==> src/rtl/echo_loopback_buffer.sv <==
// AXI4-Stream echo buffer: rx beats are queued in a small FIFO and replayed on tx,
// either as soon as buffered (pass-through) or once a whole packet is held (store-and-forward).
module echo_loopback_buffer #(
  parameter int unsigned DATA_W = 64,
  parameter int unsigned DEPTH  = 16,
  parameter int unsigned CNT_W  = 16
) (
  input  logic                      aclk,
  input  logic                      aresetn,

  input  logic                      s_axis_rx_TVALID,
  output logic                      s_axis_rx_TREADY,
  input  logic [DATA_W-1:0]         s_axis_rx_TDATA,
  input  logic [DATA_W/8-1:0]       s_axis_rx_TKEEP,
  input  logic                      s_axis_rx_TLAST,

  output logic                      m_axis_tx_TVALID,
  input  logic                      m_axis_tx_TREADY,
  output logic [DATA_W-1:0]         m_axis_tx_TDATA,
  output logic [DATA_W/8-1:0]       m_axis_tx_TKEEP,
  output logic                      m_axis_tx_TLAST,

  input  logic                      mode,
  output logic [$clog2(DEPTH):0]    occupancy,
  output logic [CNT_W-1:0]          pkt_cnt,
  output logic [CNT_W-1:0]          stall_cnt
);

  localparam int unsigned AW = $clog2(DEPTH);
  localparam int unsigned KW = DATA_W / 8;
  localparam int unsigned BW = DATA_W + KW + 1;

  typedef logic [AW:0] occ_t;
  localparam occ_t Full = occ_t'(DEPTH);

  logic [BW-1:0]    mem [DEPTH];
  logic [BW-1:0]    rd_beat;

  logic [AW-1:0]    wr_ptr_q, wr_ptr_d;
  logic [AW-1:0]    rd_ptr_q, rd_ptr_d;
  occ_t             occ_q, occ_d;
  occ_t             cpl_q, cpl_d;
  logic             mode_q, mode_d;
  logic             in_pkt_q, in_pkt_d;
  logic [CNT_W-1:0] pkt_cnt_q, pkt_cnt_d;
  logic [CNT_W-1:0] stall_cnt_q, stall_cnt_d;

  logic push, pop, push_last, pop_last, rx_stall;

  // Ready and valid depend only on registered state, so tx TREADY never reaches rx TREADY.
  assign s_axis_rx_TREADY = (occ_q < Full);
  assign m_axis_tx_TVALID = (occ_q != '0) && (!mode_q || (cpl_q != '0) || (occ_q == Full));

  assign rd_beat         = mem[rd_ptr_q];
  assign m_axis_tx_TDATA = rd_beat[BW-1 -: DATA_W];
  assign m_axis_tx_TKEEP = rd_beat[KW:1];
  assign m_axis_tx_TLAST = rd_beat[0];

  assign push      = s_axis_rx_TVALID && s_axis_rx_TREADY;
  assign pop       = m_axis_tx_TVALID && m_axis_tx_TREADY;
  assign push_last = push && s_axis_rx_TLAST;
  assign pop_last  = pop && rd_beat[0];
  assign rx_stall  = s_axis_rx_TVALID && !s_axis_rx_TREADY;

  assign occupancy = occ_q;
  assign pkt_cnt   = pkt_cnt_q;
  assign stall_cnt = stall_cnt_q;

  always_comb begin
    wr_ptr_d    = wr_ptr_q;
    rd_ptr_d    = rd_ptr_q;
    occ_d       = occ_q;
    cpl_d       = cpl_q;
    in_pkt_d    = in_pkt_q;
    pkt_cnt_d   = pkt_cnt_q;
    stall_cnt_d = stall_cnt_q;
    mode_d      = mode_q;

    if (push) wr_ptr_d = wr_ptr_q + 1'b1;
    if (pop)  rd_ptr_d = rd_ptr_q + 1'b1;

    case ({push, pop})
      2'b10:   occ_d = occ_q + 1'b1;
      2'b01:   occ_d = occ_q - 1'b1;
      default: occ_d = occ_q;
    endcase

    case ({push_last, pop_last})
      2'b10:   cpl_d = cpl_q + 1'b1;
      2'b01:   cpl_d = cpl_q - 1'b1;
      default: cpl_d = cpl_q;
    endcase

    if (pop) in_pkt_d = !rd_beat[0];
    if (pop_last) pkt_cnt_d = pkt_cnt_q + 1'b1;
    if (rx_stall && (stall_cnt_q != '1)) stall_cnt_d = stall_cnt_q + 1'b1;

    // Switching mode only when idle keeps a packet from being split across policies.
    if ((occ_q == '0) && !in_pkt_q) mode_d = mode;
  end

  always_ff @(posedge aclk) begin
    if (!aresetn) begin
      wr_ptr_q    <= '0;
      rd_ptr_q    <= '0;
      occ_q       <= '0;
      cpl_q       <= '0;
      in_pkt_q    <= 1'b0;
      pkt_cnt_q   <= '0;
      stall_cnt_q <= '0;
      mode_q      <= mode;
    end else begin
      wr_ptr_q    <= wr_ptr_d;
      rd_ptr_q    <= rd_ptr_d;
      occ_q       <= occ_d;
      cpl_q       <= cpl_d;
      in_pkt_q    <= in_pkt_d;
      pkt_cnt_q   <= pkt_cnt_d;
      stall_cnt_q <= stall_cnt_d;
      mode_q      <= mode_d;
    end
  end

  always_ff @(posedge aclk) begin
    if (aresetn && push) begin
      mem[wr_ptr_q] <= {s_axis_rx_TDATA, s_axis_rx_TKEEP, s_axis_rx_TLAST};
    end
  end

endmodule

==> config.mk <==
export PLATFORM = sky130hd
export DESIGN_NAME = echo_loopback_buffer
export DESIGN_NICKNAME = d
export VERILOG_FILES = /design/src/rtl/echo_loopback_buffer.sv
export SDC_FILE = /design/constraint.sdc
export NUM_CORES = 1
export LEC_CHECK = 0
export ABC_AREA = 1
export ABC_CLOCK_PERIOD_IN_PS = 6700
export BUFFER_PORTS_ARGS = -buffer_cell sky130_fd_sc_hd__buf_2
export CORE_MARGIN = 4
export CORE_UTILIZATION = 40
export DETAILED_ROUTE_END_ITERATION = 10
export GPL_ROUTABILITY_DRIVEN = 0
export PLACE_DENSITY = 0.59
export SLEW_MARGIN = 10
export SYNTH_ARGS = -nofsm -noshare
export SYNTH_HDL_FRONTEND = slang
export SYNTH_SLANG_ARGS = --single-unit
==> constraint.sdc <==
create_clock -name aclk -period 6.7 [get_ports aclk]
set_clock_uncertainty 0.1 [all_clocks]
set_input_delay 2.01 -clock aclk [delete_from_list [all_inputs] [get_ports aclk]]
set_output_delay 2.01 -clock aclk [all_outputs]
set_load 0.01 [all_outputs]
==> parameters.txt <==
Parameter                              Value

STA
  Number of pins exceeding their max-slew limit in the final report    0
  Final critical delay including setup and external delays    5.79 ns
  Unrepaired setup endpoints after global routing    false
  Worst-margin pin slew    around 1.2 ns
  Worst-case headroom to the max-slew limit    0.215
  Count of final hold-check violations    0
  Setup-failing EPs final    0
  Fmax    approximately 170 MHz
  Period utilisation layout    0.865
  Setup total negative slack    0 ns

Floorplan
  Die width    about 350 um
  Total I/O pin count    190
  Initial core utilization    0.405
  Core area    about 120000 um^2
  Die height    355 um
  Std-Cell Rows    126
  Floorplan die area    ~130000 um^2

Logic synthesis
  Ranking of synthesized cells by instance count    1169 x sky130_fd_sc_hd__edfxtp_1, 684 x sky130_fd_sc_hd__nor2_1, 585 x sky130_fd_sc_hd__o21ai_0
  Top flip-flop cell by instance count after synthesis    sky130_fd_sc_hd__edfxtp_1
  Net count after synthesis    3687
  Netlist area before placement    48000 um^2
  Synth cell types    33
  Most repeated cell in the gate-level netlist after synthesis    sky130_fd_sc_hd__edfxtp_1
  Synth Instances    between 3k and 4k
  Share of Yosys cell area claimed by the top area cell type    0.731
  Average instance area after synthesis    13.4 um^2
  Top cells by area, synth    sky130_fd_sc_hd__edfxtp_1 73%, sky130_fd_sc_hd__o21ai_0 6.1%, sky130_fd_sc_hd__nor2_1 5.3%
  Largest area contributor in the synthesized netlist    sky130_fd_sc_hd__edfxtp_1
  Register area share after synthesis    0.754
  Share of flip-flops with an asynchronous set or reset after synthesis    0
  Synthesis warning total    0
  Number of enable-type register cells in the synthesized netlist    1169
  Register bit total from synthesis    about 1.2k

Routing
  Detailed-routing iteration count for the pre-antenna-repair pass    5
  Final antenna-violating net count    0
  Final wirelength    126000 um
  Routed via count    30.3k
  Routed length per placed instance    23.3 um
  Via density    5.58
  Starting DRC count in detailed routing    2981
  DRC Markers    0

Worst setup path
  Type of the worst setup path    flip-flop to output pin
  Type of element launching the critical path    flip-flop
  Critical Path Fanout Max    roughly 110
  Most repeated library cell on the critical path    sky130_fd_sc_hd__nand3_1
  Worst reg2reg path endpoint    cpl_q[4]
  Count of buffer and inverter cells on the critical path    3
  Critical path capture point type    output pin
  R2R setup slack    between 2 and 2.5 ns
  Worst Reg-to-Reg Cells    18
  Arrival time reported for the critical path endpoint    3.68 ns
  Largest stage delay on the critical path    0.93 ns
  CP max stage cell    sky130_fd_sc_hd__buf_4
  Series of cell instances along the critical path    buf_4 -> nand2_1 -> nand3_1 -> nand3_1 -> nand3_2 -> nand2_2 -> inv_1 -> buf_2
  Data required, critical path    4.59 ns
  Crit path max-delay family    buffers and inverters

Clocking
  H-tree level count    3
  Clock input transition at the sequential cells of the worst setup and hold paths    0.07 ns
  CTS Buf Count    121
  Cell chosen for the clock root    sky130_fd_sc_hd__clkbuf_16
  Buffer depth of the longest clock path    3
  Clk sinks    approximately 1.2k
  Cts-stage hold buffer count    0
  Number of gates resized after CTS    0
  Source-to-sink clock delay at the later pin of the worst-skew pair    0.71 ns
  Post-CTS setup buffers    0
  Clock tree from TritonCTS    yes

Finish
  Sequential cell area    36200 um^2
  Final instance area    54600 um^2
  FILL cells    10.5k
  Total area of multi-input combinational cells    between 10000 and 15000 um^2
  Final Util    0.460
  Total Nets Final    roughly 3.8k
  Layout overhead on the synthesized area    13.6%
  Layout cells sized above 1    0.119

Outcome
  Run status    completed

Place
  HPWL Detailed    a little over 60000 um
  Post-detailed-placement cell area    50700 um^2
  Port bufs    189

GRT
  Largest net degree at the start of global routing    304
  GRT met2 Usage    0.319
  Global routing usage summed across all routing layers    0.196
  Most crowded layer after global routing    met2
  Number of antenna violations at the first check in global routing    21
  Vias in the first global route    between 20k and 30k
  Overflow left after global routing    0
  Global routing usage on met1    0.274
  Global-route wire length before repair    around 190000 um
  Met3 GRT Util    0.0344

Min path
  Type of the worst min-delay path    flip-flop to flip-flop
  Startpoint of the most critical hold path    rd_ptr_q[3]
  Worst Hold Depth    2

Pwr
  Maximum vdd ir drop    230 uV
  Leakage component of the power    17.6 nW
  Power density normalized to cell area    341 nW/um^2

Run
  Max Cap Viol    0
[how the worst max path moves through the flow]
stage	startpoint	endpoint	depth (start not counted)
6_report	flip-flop	m_axis_tx_TLAST	8
4_1_cts	flip-flop	m_axis_tx_TLAST	8
5_1_grt	flip-flop	m_axis_tx_TLAST	8
3_5_place_dp	flip-flop	m_axis_tx_TLAST	8
3_3_place_gp	flip-flop	m_axis_tx_TLAST	8
2_1_floorplan	aresetn	mem[11][0]	3
[state kept, by name, indices dropped and copies added (netlist names), named ones only]
| signal | count |
|---|---|
| cpl_q | 5 |
| in_pkt_q | 1 |
| mem | 1168 |
| mode_q | 1 |
| occupancy | 5 |
| pkt_cnt | 16 |
| rd_ptr_q | 4 |
| stall_cnt | 16 |
| wr_ptr_q | 4 |
[cells by family (layout without fill, tap and decap cells)]
kind of cell,Yosys count,count (layout),share of synthesized area
simple gates,1005,1005,0.0828
compound gates,1004,1004,0.127
buf+inv,327,552,0.0289
fa+ha+maj,17,17,0.00474
xor+xnor,15,15,0.00273
other cells,0,7,0
flops,1224,1224,0.754
[cell type report]
cell class | count | area share
Sequential cell | 1224 | 0.664
Multi-Input combinational cell | 2041 | 0.194
Clock buffer | 143 | 0.0574
Tap cell | 1600 | 0.0367
Timing Repair Buffer | 249 | 0.0286
Clock inverter | 86 | 0.0137
Inverter | 74 | 0.00566
Antenna cell | 7 | 0.000321
[tightest hold or removal path: stages (launching register included)]
cell	delay [ns]
sky130_fd_sc_hd__dfxtp_1	0.32
sky130_fd_sc_hd__nand2_1	0.06
sky130_fd_sc_hd__a21oi_1	0.07
[stage by stage]
step	power (mW)	worst slack (ns)	hold slack [ns]	instances
after CTS	18.8	0.925	0.395	5417
after detailed placement	12.2	1.71	0.375	5188
after floorplan	11.0	0.589	0.352	3592
final	18.6	0.907	0.391	5424
after global placement	12.2	1.72	0.385	5188
after global routing	19.5	0.627	0.430	5417
[per-layer routing]
layer	share of wire	vias to the layer above
met4	0.021	12
met1	0.44	15200
met3	0.067	208
met2	0.47	1024
met5	0.00058	-
li1	-	13800
[power by group]
| part | internal [mW] | switching (mW) |
|---|---|---|
| logic | 0.975 | 2.39 |
| clock network | 3.69 | 2.90 |
| registers | 8.55 | 0.0996 |
| total | 13.2 | 5.39 |
[cells in the final DEF (no fill, tap or decap), types with 2 or more instances in the layout]
cell type | Yosys | layout
sky130_fd_sc_hd__clkbuf_1 | 166 | 21
sky130_fd_sc_hd__buf_4 | 11 | 47
sky130_fd_sc_hd__a21oi_1 | 26 | 26
sky130_fd_sc_hd__dfxtp_1 | 55 | 51
sky130_fd_sc_hd__nor3_1 | 12 | 12
sky130_fd_sc_hd__o22ai_1 | 90 | 90
sky130_fd_sc_hd__diode_2 | 0 | 7
sky130_fd_sc_hd__bufinv_16 | 0 | 9
sky130_fd_sc_hd__clkinv_2 | 0 | 34
sky130_fd_sc_hd__o21ai_0 | 585 | 585
sky130_fd_sc_hd__ha_1 | 15 | 15
sky130_fd_sc_hd__dfxtp_4 | 0 | 4
sky130_fd_sc_hd__nand3_1 | 93 | 93
sky130_fd_sc_hd__fa_1 | 2 | 2
sky130_fd_sc_hd__clkinv_1 | 1 | 34
sky130_fd_sc_hd__and3_1 | 2 | 2
sky130_fd_sc_hd__xor2_1 | 8 | 8
sky130_fd_sc_hd__edfxtp_1 | 1169 | 1169
sky130_fd_sc_hd__nand3_2 | 3 | 3
sky130_fd_sc_hd__xnor2_1 | 7 | 7
sky130_fd_sc_hd__inv_16 | 0 | 2
sky130_fd_sc_hd__clkinvlp_4 | 0 | 2
sky130_fd_sc_hd__o211ai_1 | 90 | 90
sky130_fd_sc_hd__buf_2 | 65 | 189
sky130_fd_sc_hd__clkbuf_16 | 0 | 122
sky130_fd_sc_hd__clkinv_16 | 0 | 4
sky130_fd_sc_hd__inv_1 | 70 | 69
sky130_fd_sc_hd__o221ai_1 | 198 | 198
sky130_fd_sc_hd__nand2_1 | 193 | 193
sky130_fd_sc_hd__nand4_1 | 14 | 14
sky130_fd_sc_hd__buf_12 | 0 | 13
sky130_fd_sc_hd__nor2_1 | 684 | 668
sky130_fd_sc_hd__nor2_4 | 0 | 16
sky130_fd_sc_hd__o21ai_1 | 14 | 14
No activity file was read; power rests on OpenSTA's default activity.
